### config.mk
export PLATFORM = sky130hd
export DESIGN_NAME = seq_div32_flat
export DESIGN_NICKNAME = d
export VERILOG_FILES = /design/src/rtl/seq_div32_if.sv /design/src/rtl/seq_div32.sv /design/src/flat_wrapper.sv
export SDC_FILE = /design/constraint.sdc
export NUM_CORES = 1
export LEC_CHECK = 0
export ABC_AREA = 1
export BUFFER_PORTS_ARGS = -buffer_cell sky130_fd_sc_hd__buf_4
export CAP_MARGIN = 20
export CORE_MARGIN = 1.5
export CORE_UTILIZATION = 55
export DETAILED_ROUTE_END_ITERATION = 6
export HOLD_SLACK_MARGIN = 0.08
export PLACE_DENSITY = 0.84
export SLEW_MARGIN = 10
export SYNTH_ARGS = -nofsm -noshare
export SYNTH_HDL_FRONTEND = slang
export SYNTH_SLANG_ARGS = --single-unit
### constraint.sdc
create_clock -name clk -period 4.3 [get_ports clk]
set_input_delay 0.645 -clock clk [delete_from_list [all_inputs] [get_ports clk]]
set_output_delay 0.645 -clock clk [all_outputs]
set_load 0.02 [all_outputs]
### src/rtl/seq_div32_if.sv
// Request/result bundle for the 32-bit sequential divider.
// The master side issues start with operands; the slave side returns
// busy/done and the registered results.
interface seq_div32_if;
  logic        start;
  logic        sign;
  logic [31:0] dividend;
  logic [31:0] divisor;
  logic        busy;
  logic        done;
  logic [31:0] quotient;
  logic [31:0] remainder;
  logic        div_zero;

  modport master (
    output start, sign, dividend, divisor,
    input  busy, done, quotient, remainder, div_zero
  );

  modport slave (
    input  start, sign, dividend, divisor,
    output busy, done, quotient, remainder, div_zero
  );
endinterface

### src/rtl/seq_div32.sv
// 32-bit restoring divider, one quotient bit per clock.
// Signed mode divides magnitudes and fixes the signs when the result is
// registered; a zero divisor short-circuits straight to DONE.
module seq_div32 (
  input  logic         clk,
  input  logic         rst_n,
  seq_div32_if.slave   bus
);

  typedef enum logic [1:0] {
    IDLE = 2'd0,
    RUN  = 2'd1,
    DONE = 2'd2
  } state_t;

  state_t      state_q, state_d;
  logic [5:0]  cnt_q, cnt_d;
  logic [31:0] dvd_q, dvd_d;        // dividend magnitude, quotient bits shift in at LSB
  logic [31:0] dvs_q, dvs_d;        // divisor magnitude
  logic [31:0] rem_q, rem_d;        // partial remainder
  logic        neg_quo_q, neg_quo_d;
  logic        neg_rem_q, neg_rem_d;
  logic [31:0] quotient_q, quotient_d;
  logic [31:0] remainder_q, remainder_d;
  logic        div_zero_q, div_zero_d;

  // One restoring step. The shifted remainder keeps its carry-out as bit 32
  // so divisors above 2^31 still divide correctly; a non-negative
  // difference always fits in 32 bits because it is below the divisor.
  logic [32:0] shifted;
  logic [32:0] diff;
  logic        step_ok;
  logic [31:0] rem_step;
  logic [31:0] quo_step;
  logic        a_neg;
  logic        b_neg;

  assign shifted  = {rem_q, dvd_q[31]};
  assign diff     = shifted - {1'b0, dvs_q};
  assign step_ok  = ~diff[32];
  assign rem_step = step_ok ? diff[31:0] : shifted[31:0];
  assign quo_step = {dvd_q[30:0], step_ok};

  assign a_neg = bus.sign & bus.dividend[31];
  assign b_neg = bus.sign & bus.divisor[31];

  // Next-state, datapath and result register computation.
  always_comb begin
    state_d     = state_q;
    cnt_d       = cnt_q;
    dvd_d       = dvd_q;
    dvs_d       = dvs_q;
    rem_d       = rem_q;
    neg_quo_d   = neg_quo_q;
    neg_rem_d   = neg_rem_q;
    quotient_d  = quotient_q;
    remainder_d = remainder_q;
    div_zero_d  = div_zero_q;

    case (state_q)
      IDLE: begin
        if (bus.start) begin
          neg_quo_d = a_neg ^ b_neg;
          neg_rem_d = a_neg;
          dvd_d     = a_neg ? (32'd0 - bus.dividend) : bus.dividend;
          dvs_d     = b_neg ? (32'd0 - bus.divisor) : bus.divisor;
          rem_d     = 32'd0;
          cnt_d     = 6'd0;
          if (bus.divisor == 32'd0) begin
            quotient_d  = 32'hFFFF_FFFF;
            remainder_d = bus.dividend;
            div_zero_d  = 1'b1;
            state_d     = DONE;
          end else begin
            state_d = RUN;
          end
        end
      end

      RUN: begin
        dvd_d = quo_step;
        rem_d = rem_step;
        cnt_d = cnt_q + 6'd1;
        if (cnt_q == 6'd31) begin
          quotient_d  = neg_quo_q ? (32'd0 - quo_step) : quo_step;
          remainder_d = neg_rem_q ? (32'd0 - rem_step) : rem_step;
          div_zero_d  = 1'b0;
          state_d     = DONE;
        end
      end

      DONE: begin
        state_d = IDLE;
      end

      default: begin
        state_d = IDLE;
      end
    endcase
  end

  // State and datapath registers with asynchronous reset.
  always_ff @(posedge clk or negedge rst_n) begin
    if (!rst_n) begin
      state_q     <= IDLE;
      cnt_q       <= 6'd0;
      dvd_q       <= 32'd0;
      dvs_q       <= 32'd0;
      rem_q       <= 32'd0;
      neg_quo_q   <= 1'b0;
      neg_rem_q   <= 1'b0;
      quotient_q  <= 32'd0;
      remainder_q <= 32'd0;
      div_zero_q  <= 1'b0;
    end else begin
      state_q     <= state_d;
      cnt_q       <= cnt_d;
      dvd_q       <= dvd_d;
      dvs_q       <= dvs_d;
      rem_q       <= rem_d;
      neg_quo_q   <= neg_quo_d;
      neg_rem_q   <= neg_rem_d;
      quotient_q  <= quotient_d;
      remainder_q <= remainder_d;
      div_zero_q  <= div_zero_d;
    end
  end

  assign bus.busy      = (state_q != IDLE);
  assign bus.done      = (state_q == DONE);
  assign bus.quotient  = quotient_q;
  assign bus.remainder = remainder_q;
  assign bus.div_zero  = div_zero_q;

endmodule

### src/flat_wrapper.sv
// flat-port wrapper written by rule: the top's interface ports become plain ports
module seq_div32_flat 
  (clk, rst_n, bus_start, bus_sign, bus_dividend, bus_divisor, bus_busy, bus_done, bus_quotient, bus_remainder, bus_div_zero);
  seq_div32_if bus_i ();
  input  logic clk;
  input  logic rst_n;
  input wire logic [$bits(bus_i.start)-1:0] bus_start;
  input wire logic [$bits(bus_i.sign)-1:0] bus_sign;
  input wire logic [$bits(bus_i.dividend)-1:0] bus_dividend;
  input wire logic [$bits(bus_i.divisor)-1:0] bus_divisor;
  output wire logic [$bits(bus_i.busy)-1:0] bus_busy;
  output wire logic [$bits(bus_i.done)-1:0] bus_done;
  output wire logic [$bits(bus_i.quotient)-1:0] bus_quotient;
  output wire logic [$bits(bus_i.remainder)-1:0] bus_remainder;
  output wire logic [$bits(bus_i.div_zero)-1:0] bus_div_zero;
  assign bus_i.start = bus_start;
  assign bus_i.sign = bus_sign;
  assign bus_i.dividend = bus_dividend;
  assign bus_i.divisor = bus_divisor;
  assign bus_busy = bus_i.busy;
  assign bus_done = bus_i.done;
  assign bus_quotient = bus_i.quotient;
  assign bus_remainder = bus_i.remainder;
  assign bus_div_zero = bus_i.div_zero;
  seq_div32 u_core (.clk(clk), .rst_n(rst_n), .bus(bus_i));
endmodule
# Yosys cells after proc, flatten, opt, wreduce, memory -nomap -nowiden
# Index checks and enable logic that the tools add are counted.
[word_totals]
ff_bits = 171
input_bits = 68
elab_cells = 61
[op_classes]
n_addsub = 6
eq_ne = 6
muxes = 27
n_bitwise = 4
reduce_logical = 8
[ops]
columns = ["op", "count"]
rows = [
  ["2-to-1 mux 32 bit", 13],
  ["case mux 32 bit (2 select lines)", 4],
  ["subtractor 1 x 32 -> 32 bit (first input constant)", 4],
  ["subtractor 33 x 32 -> 33 bit", 1],
  ["logical NOT 32 bit", 1],
  ["case mux 6 bit (2 select lines)", 1],
  ["adder 6 x 1 -> 6 bit (second input constant)", 1],
  ["== test 6 x 5 -> 1 bit (second input constant)", 1],
  ["2-to-1 mux 2 bit", 3],
  ["2-to-1 mux 6 bit", 1],
  ["AND reduction 2 bit", 3],
  ["inequality test 2 x 1 -> 1 bit (second input constant)", 2],
  ["case mux 2 bit (2 select lines)", 1],
  ["AND reduction 4 bit", 1],
  ["nonzero test 2 bit", 2],
  ["2-to-1 mux 1 bit", 3],
  ["AND 1 bit", 2],
  ["== test 2 x 1 -> 1 bit (second input constant)", 1],
  ["== test 2 bit (second input constant)", 1],
  ["logical NOT 2 bit", 1],
  ["inequality test 2 bit (second input constant)", 1],
  ["case mux 1 bit (2 select lines)", 1],
  ["inverter 1 bit", 1],
  ["bitwise XOR 1 bit", 1],
]

# Longest topological paths before layout
# Gate-level depths: netlist (run 1).
[logic_depth]
depth_word = 6
ltp_mapped = 32
depth_no_buf = 30

# Worst setup path before layout (run 1)
# No wires, ideal clock.
[synth_path]
path_type = "register -> register"
from = "register u_core.dvd_q[31]"
to = "register u_core.quotient_q[30] (netlist: u_core.bus.quotient[30])"
t_arrival_ns = 3.791
t_required_ns = 4.183
slack_ns = 0.392
stages_incl_launch_ff = 32
period_less_slack_ns = 3.908
path_cell_list = "dfrtp_1 -> inv_1 -> ha_1 -> inv_1 -> fa_1 -> nand2_1 -> nand2_1 -> nand3_1 -> nand2_2 -> nand2_1 -> nand2_2 -> nand2_4 -> nand3_2 -> nand2_4 -> buf_12 -> buf_6 -> ha_1 -> nand2_1 -> nor3_1 -> nand3_1 -> nor3_1 -> nand2_1 -> inv_1 -> nand4_1 -> nand2_1 -> o21ai_0 -> nor2_1 -> o21ai_0 -> a21oi_1 -> o21ai_0 -> nand2_1 -> nand2_1"
[synth_between]
elab_chain_len = 6
[synth_lines]
columns = ["item", "line_no", "source"]
rows = [
  ["from (decl)", "seq_div32.sv:18", "logic [31:0] dvd_q, dvd_d;"],
  ["from (signal assigned)", "seq_div32.sv:118", "dvd_q <= dvd_d;"],
  ["subtractor 33 x 32 -> 33 bit", "seq_div32.sv:39", "assign diff = shifted - {1'b0, dvs_q};"],
  ["inverter 1 bit", "seq_div32.sv:40", "assign step_ok = ~diff[32];"],
  ["subtractor 1 x 32 -> 32 bit", "seq_div32.sv:85", "quotient_d = neg_quo_q ? (32'd0 - quo_step) : quo_step;"],
  ["2-to-1 mux 32 bit", "seq_div32.sv:85", ""],
  ["2-to-1 mux 32 bit", "seq_div32.sv:84", "if (cnt_q == 6'd31) begin"],
  ["case mux 32 bit (2 select lines)", "seq_div32.sv:60", "case (state_q)"],
  ["to (signal assigned)", "seq_div32.sv:123", "quotient_q <= quotient_d;"],
  ["to (decl)", "seq_div32.sv:23", "logic [31:0] quotient_q, quotient_d;"],
]
# No other way between the ends. The select of a mux whose other input is x is not followed.
# A chain may end at the register's enable or synchronous reset.

# Worst setup path after layout (run 1)
[layout_path]
from = "register u_core.dvd_q[31]"
to = "register u_core.quotient_q[24] (netlist: u_core.bus.quotient[24])"
# Same word-level chain as after synthesis.

==> reports/qor.txt, run 1 <==
simple-gate portion of the synthesized area: 34.7%
dpl cells: 2,429
WP data arrival: 4.39 ns
mapped cell area: 13,300 um^2
Post-Synth Adder-Cell Area: 3.64%
syn avg cell area: 6.54 um^2
Die W: 158 um
min Tclk post-route: 4.05 ns
reg2reg start: u_core.dvd_q[31]
max-cap violations: 0
yosys warns: 0
Syn Inst Count: 2,028
crit share post-route: 94.2%
full die area: 25,100 um^2
clock-pin slew on the worst setup and hold paths: 0.07 ns
Post-DRT Antenna Nets: 0
total grt overflow: 0
GR Util met1: 48.8%
compound-cell area share of the yosys netlist: 15.3%
post-route setup slack: 0.248 ns
Critical Path Sink: u_core.bus.quotient[24]
Residual DRC: 0
vias: 14,300
multiplexer share of the synthesized area: 0%
worst-margin pin slew: 1.10 ns
HPWL Detailed: 32.3 mm
Worst Skew: 0.0126 ns
gpl congestion: 0.999
Port Buffers: 134
layout cell share with drive strength beyond 1: 13.3%
Place WS: 0.163 ns
fraction of registers with async set/reset: 100%
DR WL/cell: 17.4 um
xor and xnor area share after synthesis: 3.10%
core area: 23,500 um^2
Top Ports: 135
FF-to-FF End: u_core.bus.quotient[24]
GRT met2 Usage: 54.8%
n_diodes: 0
Root Driver: clkbuf_16
RSZ-0062 raised after global routing: true
Max-slew headroom: 26.4%
Hold Vio Cnt, Final: 0
CTS tree: built
GR Layer Usage met3: 5.88%
Crit. Startpoint: u_core.dvd_q[31]
DRT iter0 DRCs: 1,600
status: finished clean
initial cell density of the core: 56.4%
Pins Over Slew Limit: 0
routed vias/inst: 5.82
Worst EP required: 4.63 ns
synth unique cells: 52
routed wire length: 42.8 mm
Cell Rows: 56
Die Y: 158 um
fin nets: 2,237
Final Setup Violations: 0
Post-synth EDFFs: 0
synth-to-layout area growth: 14.3%
drt first pass iters: 6
gr busiest metal: met2
fmax: 247 MHz
CTS Sinks: 171
Main synth FF type: dfrtp_1
Non-Filler Instances: 2,462
CTS buffer count: 17
R2R depth: 25
largest family of logic cells by synthesized area: simple AND/OR/NAND/NOR gates
worst min-delay path category: input port to asynchronous set/reset pin
post-synthesis sequential area ratio: 32.3%
CP Capture Type: flip-flop
initial antenna violation count: 0
Reg2Reg Setup Slack: 0.25 ns
worst-skew pair later-pin latency: 0.44 ns
Yosys reg bits: 171
Syn Nets: 2,134
vias in the first global route: 13,300
largest net degree at the start of global routing: 91
Worst Setup Path Type: flip-flop to flip-flop
first-pass GRT wire length: 68.0 mm
CP Max Fanout: 5
Tot GR Track Use: 35.0%
H-tree Lvls: 4
Critical Path Start Type: flip-flop
Max Buffers Root-to-Sink: 2
cells by family (layout without fill, tap and decap cells):
| group | count (synthesis) | in the layout |
|---|---|---|
| xor gates and xnor gates | 47 | 47 |
| DFF | 171 | 171 |
| AOI/OAI and AO/OA | 345 | 345 |
| adders and majority gates | 38 | 38 |
| buffers and inverters | 367 | 482 |
| and+or+nand+nor | 1060 | 1060 |
Yosys cell counts (all sizes together) (2+ instances only):
cell / count / area [um^2]
nand2: 622 / 2480
inv: 292 / 1100
nor2: 188 / 733
dfrtp: 171 / 4280
o21ai: 150 / 769
nand3: 145 / 756
a21oi: 78 / 417
clkbuf: 45 / 169
nor3: 45 / 246
ha: 37 / 463
o22ai: 36 / 225
xor2: 29 / 254
buf: 27 / 188
nand4: 26 / 163
o211ai: 20 / 150
xnor2: 18 / 158
a31oi: 15 / 93.8
nor4: 11 / 68.8
or2: 11 / 68.8
o31ai: 10 / 75.1
nand3b: 9 / 67.6
o21bai: 7 / 52.6
o221ai: 7 / 61.3
o2111ai: 6 / 52.6
a21o: 3 / 22.5
a221oi: 3 / 26.3
clkinv: 3 / 11.3
o311ai: 3 / 26.3
a32oi: 2 / 17.5
and2: 2 / 12.5
per-stage QoR:
step / instance area, um^2 / TNS (ns) / hold slack (ns) / utilization, %
after floorplan: 13300 / 0 / 0.349 / -
after global placement: 14500 / 0 / 0.459 / 61.6
final: 15200 / 0 / 0.201 / 64.4
after global routing: 15200 / -0.0268 / 0.256 / 64.4
after detailed placement: 14500 / 0 / 0.468 / 61.6
after CTS: 15100 / 0 / 0.229 / 64.2
area by class of cell:
type	count	area (um^2)
tap	319	399
clock inverter	13	184
timing repair buffer	156	1200
fill	2131	8380
clock buffer	18	429
inverter	295	1110
sequential	171	4280
multi-input combinational	1490	7560
metal layers:
metal  wire length, um  share of wire [%]
met1             18200                 42
met2             19100                 45
met3              4100                9.6
met4              1410                3.3
met5                 0                  0
registers in the layout (all words and copies together), names as in the netlist:
| register | flops |
|---|---|
| u_core.neg_quo_q | 1 |
| u_core.cnt_q | 6 |
| u_core.neg_rem_q | 1 |
| u_core.bus.remainder | 32 |
| u_core.dvs_q | 32 |
| u_core.state_q | 2 |
| u_core.dvd_q | 32 |
| u_core.bus.quotient | 32 |
| u_core.rem_q | 32 |
| u_core.bus.div_zero | 1 |
worst min-delay path by stage:
stage,start,end,slack (ns)
after detailed placement,u_core.bus.remainder[10],u_core.bus.remainder[10],0.47
final,rst_n,u_core.dvs_q[17],0.20
after global placement,u_core.bus.div_zero,u_core.bus.div_zero,0.46
after floorplan,rst_n,u_core.bus.div_zero,0.35
after global routing,rst_n,u_core.dvs_q[24],0.26
after CTS,rst_n,u_core.cnt_q[0],0.23
worst max-delay path, cell delays in order, from the launching register on:
cell,delay [ns]
dfrtp_1,0.37
inv_2,0.07
ha_1,0.14
inv_1,0.08
fa_2,0.37
nand2_1,0.07
nand2_1,0.06
nand3_1,0.10
nand2_2,0.08
nand2_1,0.09
nand2_2,0.10
nand2_4,0.12
nand3_4,0.11
nand2_4,0.11
ha_1,0.16
nand2_1,0.09
nor3_2,0.21
nand3_1,0.14
nor3_2,0.21
nand2_1,0.12
inv_2,0.08
nand4_1,0.18
o31ai_1,0.56
xor2_1,0.15
o22ai_1,0.13
inv_1,0.05
layout by cell type, fill, tap and decap left out, types with 37 or more instances in the layout:
master and instances:
nand2_1 579, nand3_1 139, a21oi_1 73, ha_1 37, inv_1 282, o21ai_0 125, nor3_1 40, buf_4 153
dfrtp_1 171, nor2_1 175
what timing repair did:
item                                    CTS  global route
buffers inserted                          0             2
resized for setup                         0            10
endpoints found under the setup margin    0             7
hold buffers                              0             0
Power of run 1 is left out: the tool's default activity adds up to more than one toggle a clock period on the data nets, which glitch-free logic cannot reach.
==> inputs of run 2 (changes only) <==
--- a/config.mk
+++ b/config.mk
@@ -5,14 +5,14 @@
 export SDC_FILE = /design/constraint.sdc
 export NUM_CORES = 1
 export LEC_CHECK = 0
-export ABC_AREA = 1
+export ABC_AREA = 0
 export BUFFER_PORTS_ARGS = -buffer_cell sky130_fd_sc_hd__buf_4
 export CAP_MARGIN = 20
 export CORE_MARGIN = 1.5
-export CORE_UTILIZATION = 55
+export CORE_UTILIZATION = 54
 export DETAILED_ROUTE_END_ITERATION = 6
 export HOLD_SLACK_MARGIN = 0.08
-export PLACE_DENSITY = 0.84
+export PLACE_DENSITY = 0.86
 export SLEW_MARGIN = 10
 export SYNTH_ARGS = -nofsm -noshare
 export SYNTH_HDL_FRONTEND = slang
==> constraint.sdc (replaced) <==
create_clock -name clk -period 3.7 [get_ports clk]
set_input_delay 0.555 -clock clk [delete_from_list [all_inputs] [get_ports clk]]
set_output_delay 0.555 -clock clk [all_outputs]
set_load 0.02 [all_outputs]
==> reports/qor.txt, run 2 <==
Residual DRC: 15 (was 0)
WP data arrival: 5.05 ns (was 4.39 ns)
GR Util met1: 42.9% (was 48.8%)
hold_buf cts: 0 (unchanged)
Design Power: 17.1 mW
Port Buffers: 134 (unchanged)
PwrDens: 1070 nW/um^2
Die W: 153 um (was 158 um)
reg2reg start: u_core.dvd_q[31] (unchanged)
Max-slew headroom: 14.8% (was 26.4%)
Hold Vio Cnt, Final: 0 (unchanged)
CTS tree: built (unchanged)
Critical Path Start Type: flip-flop (unchanged)
initial cell density of the core: 55.3% (was 56.4%)
FF-to-FF End: u_core.bus.remainder[20] (was u_core.bus.quotient[24])
worst min-delay path category: input port to asynchronous set/reset pin (unchanged)
Main synth FF type: dfrtp_1 (unchanged)
failing checks: design-rule violations, negative setup slack
gpl congestion: 0.964 (was 0.999)
R2R depth: 21 (was 25)
Reg2Reg Setup Slack: -0.99 ns (was 0.25 ns)
Final Setup Violations: 43 (was 0)
clock-pin slew on the worst setup and hold paths: 0.08 ns (was 0.07 ns)
most common cell after layout, fill and taps aside: buf_4 (was nand2_1)
fmax: 213 MHz (was 247 MHz)
core area: 22,000 um^2 (was 23,500 um^2)
drt first pass iters: 7 (was 6)
Leak Pwr: 7.02 nW
total grt overflow: 0 (unchanged)
first-pass GRT wire length: 61.8 mm (was 68.0 mm)
routed vias/inst: 6.27 (was 5.82)
Syn Nets: 1,597 (was 2,134)
Yosys top cell area share: 35.3% (was 32.3%)
min Tclk post-route: 4.69 ns (was 4.05 ns)
Post-synth EDFFs: 0 (unchanged)
fraction of registers with async set/reset: 100% (unchanged)
CP Max Fanout: 6 (was 5)
Worst EP required: 4.07 ns (was 4.63 ns)
dpl cells: 2,014 (was 2,429)
post-route setup slack: -0.987 ns (was 0.248 ns)
layout cell share with drive strength beyond 1: 27.5% (was 13.3%)
Crit. Startpoint: u_core.dvd_q[31] (unchanged)
utilization after layout: 72.8% (was 64.4%)
HPWL Detailed: 27.9 mm (was 32.3 mm)
post-synthesis sequential area ratio: 35.3% (was 32.3%)
worst-skew pair later-pin latency: 0.45 ns (was 0.44 ns)
RSZ-0062 raised after global routing: true (unchanged)
n_diodes: 0 (unchanged)
Yosys reg bits: 171 (unchanged)
Worst Skew: 0.00984 ns (was 0.0126 ns)
Cell Rows: 54 (was 56)
fin nets: 1,887 (was 2,237)
Pins Over Slew Limit: 0 (unchanged)
synth-to-layout area growth: 31.7% (was 14.3%)
gr busiest metal: met2 (unchanged)
synth top area cells: dfrtp_1, o21ai_0, nand2_1, xnor2_1, xor2_1 (was dfrtp_1, nand2_1, inv_1, nand3_1, nor2_1)
most frequent cells after synthesis: nand2_1, o21ai_0, dfrtp_1 (was nand2_1, inv_1, nor2_1)
GR Layer Usage met3: 5.53% (was 5.88%)
Syn Inst Count: 1,491 (was 2,028)
crit share post-route: 127% (was 94.2%)
GRT met2 Usage: 54.3% (was 54.8%)
Critical Path Sink: u_core.bus.remainder[20] (was u_core.bus.quotient[24])
Root Driver: clkbuf_16 (unchanged)
H-tree Lvls: 4 (unchanged)
most frequent cells in the layout: buf_4, nand2_1, dfrtp_1 (was nand2_1, inv_1, nor2_1)
routed wire length: 41.6 mm (was 42.8 mm)
Non-Filler Instances: 2,074 (was 2,462)
most frequent cell after synthesis: nand2_1 (unchanged)
largest area contributor in the synthesized netlist: dfrtp_1 (unchanged)
Tot GR Track Use: 32.9% (was 35.0%)
DR WL/cell: 20.1 um (was 17.4 um)
max-cap violations: 0 (unchanged)
Top Ports: 135 (unchanged)
yosys warns: 0 (unchanged)
synth unique cells: 76 (was 52)
Worst VDD drop: 0.000545 V
largest net degree at the start of global routing: 115 (was 91)
initial antenna violation count: 0 (unchanged)
CP Capture Type: flip-flop (unchanged)
Die Y: 153 um (was 158 um)
mapped cell area: 12,100 um^2 (was 13,300 um^2)
CTS Sinks: 171 (unchanged)
vias: 13,000 (was 14,300)
full die area: 23,400 um^2 (was 25,100 um^2)
status: complete, but fails checks (was finished clean)
Max Buffers Root-to-Sink: 2 (unchanged)
vias in the first global route: 12,100 (was 13,300)
worst-margin pin slew: 1.28 ns (was 1.10 ns)
syn avg cell area: 8.14 um^2 (was 6.54 um^2)
DRT iter0 DRCs: 1,448 (was 1,600)
TNS Setup: -14.49 ns (was 0 ns)
CTS buffer count: 17 (unchanged)
Post-DRT Antenna Nets: 0 (unchanged)
Worst Setup Path Type: flip-flop to flip-flop (unchanged)
[run 2: cell types whose count changed after synthesis, moves of 32 or more]
| cell | previous run | this run |
|---|---|---|
| nand3_1 | 139 | 45 |
| o21ai_0 | 127 | 175 |
| inv_1 | 285 | 54 |
| nand2_2 | 33 | 1 |
| a21oi_1 | 73 | 119 |
| xnor2_1 | 18 | 74 |
| xor2_1 | 29 | 70 |
| mux2i_1 | 0 | 49 |
| nand2_1 | 581 | 182 |
| nor2_1 | 177 | 114 |
[run 2: worst max-delay path, stage by stage, from the launching register on]
cell      delay [ns]
dfrtp_1         0.38
inv_1           0.06
ha_2            0.18
inv_2           0.04
fa_2            0.35
a211oi_2        0.22
o211ai_1        0.18
and3_4          0.24
o21a_1          0.21
nor3_4          0.31
nor2_8          0.06
inv_4           0.10
mux2i_2         0.29
ha_2            0.25
nand2_1         0.10
nor2_2          0.14
nand3_1         0.13
a22o_4          0.33
o31ai_2         0.29
xor2_1          0.25
nand2_1         0.24
a21oi_2         0.24
[run 2: worst min path at each step]
stage                    startpoint                      to  slack (ns)  depth (start not counted)
global placement    u_core.cnt_q[5]         u_core.cnt_q[5]        0.46                          1
global route                  rst_n  u_core.bus.quotient[5]        0.15                          1
floorplan                     rst_n     u_core.bus.div_zero        0.26                          0
finish                        rst_n  u_core.bus.quotient[3]        0.09                          1
detailed placement  u_core.cnt_q[5]         u_core.cnt_q[5]        0.47                          1
CTS                           rst_n  u_core.bus.quotient[4]        0.13                          1
[run 2: repair_timing]
| action | CTS | global route |
|---|---|---|
| resized for setup | 29 | 66 |
| pin swaps | 12 | 38 |
| setup endpoints to repair | 47 | 51 |
| buffers inserted | 9 | 18 |
[run 2: power by group]
part	total, mW	switching [mW]	internal, mW
registers	3.15	0.667	2.48
logic	12.2	6.81	5.34
clock network	1.82	0.917	0.902
total	17.1	8.40	8.73
[run 2: kinds of logic (layout without fill, tap and decap cells)]
kind of cell	Yosys count	in the layout	synth area share, %
AOI/OAI and AO/OA	454	454	22.4
xor gates and xnor gates	144	144	10.4
adders and majority gates	38	38	3.98
buffers and inverters	139	442	4.48
DFF	171	171	35.3
muxes	52	52	4.32
and+or+nand+nor	493	493	19.1
[run 2: routing by layer]
layer,routed length [um],vias to the layer above
met5,0,-
met4,2180,0
met3,4130,209
met2,19200,808
met1,16200,6109
li1,-,5880
[run 2: layout make-up]
class	instances	area, um^2
Multi-Input combinational cell	1181	7820
Fill cell	1520	5970
Sequential cell	171	4280
Timing Repair Buffer	354	2750
Clock buffer	17	425
Tap cell	280	350
Inverter	56	213
Clock inverter	15	151
[run 2: stage by stage]
step           hold slack, ns  cell area [um^2]  setup WS [ns]
2_1_floorplan           0.259             12200         -0.569
3_3_place_gp            0.458             14700         -0.334
3_5_place_dp            0.466             14700         -0.600
4_1_cts                 0.125             15500         -0.433
5_1_grt                 0.147             16000          -1.04
6_report               0.0924             16000         -0.987
Note: power is estimated with default switching activity, not from simulation.
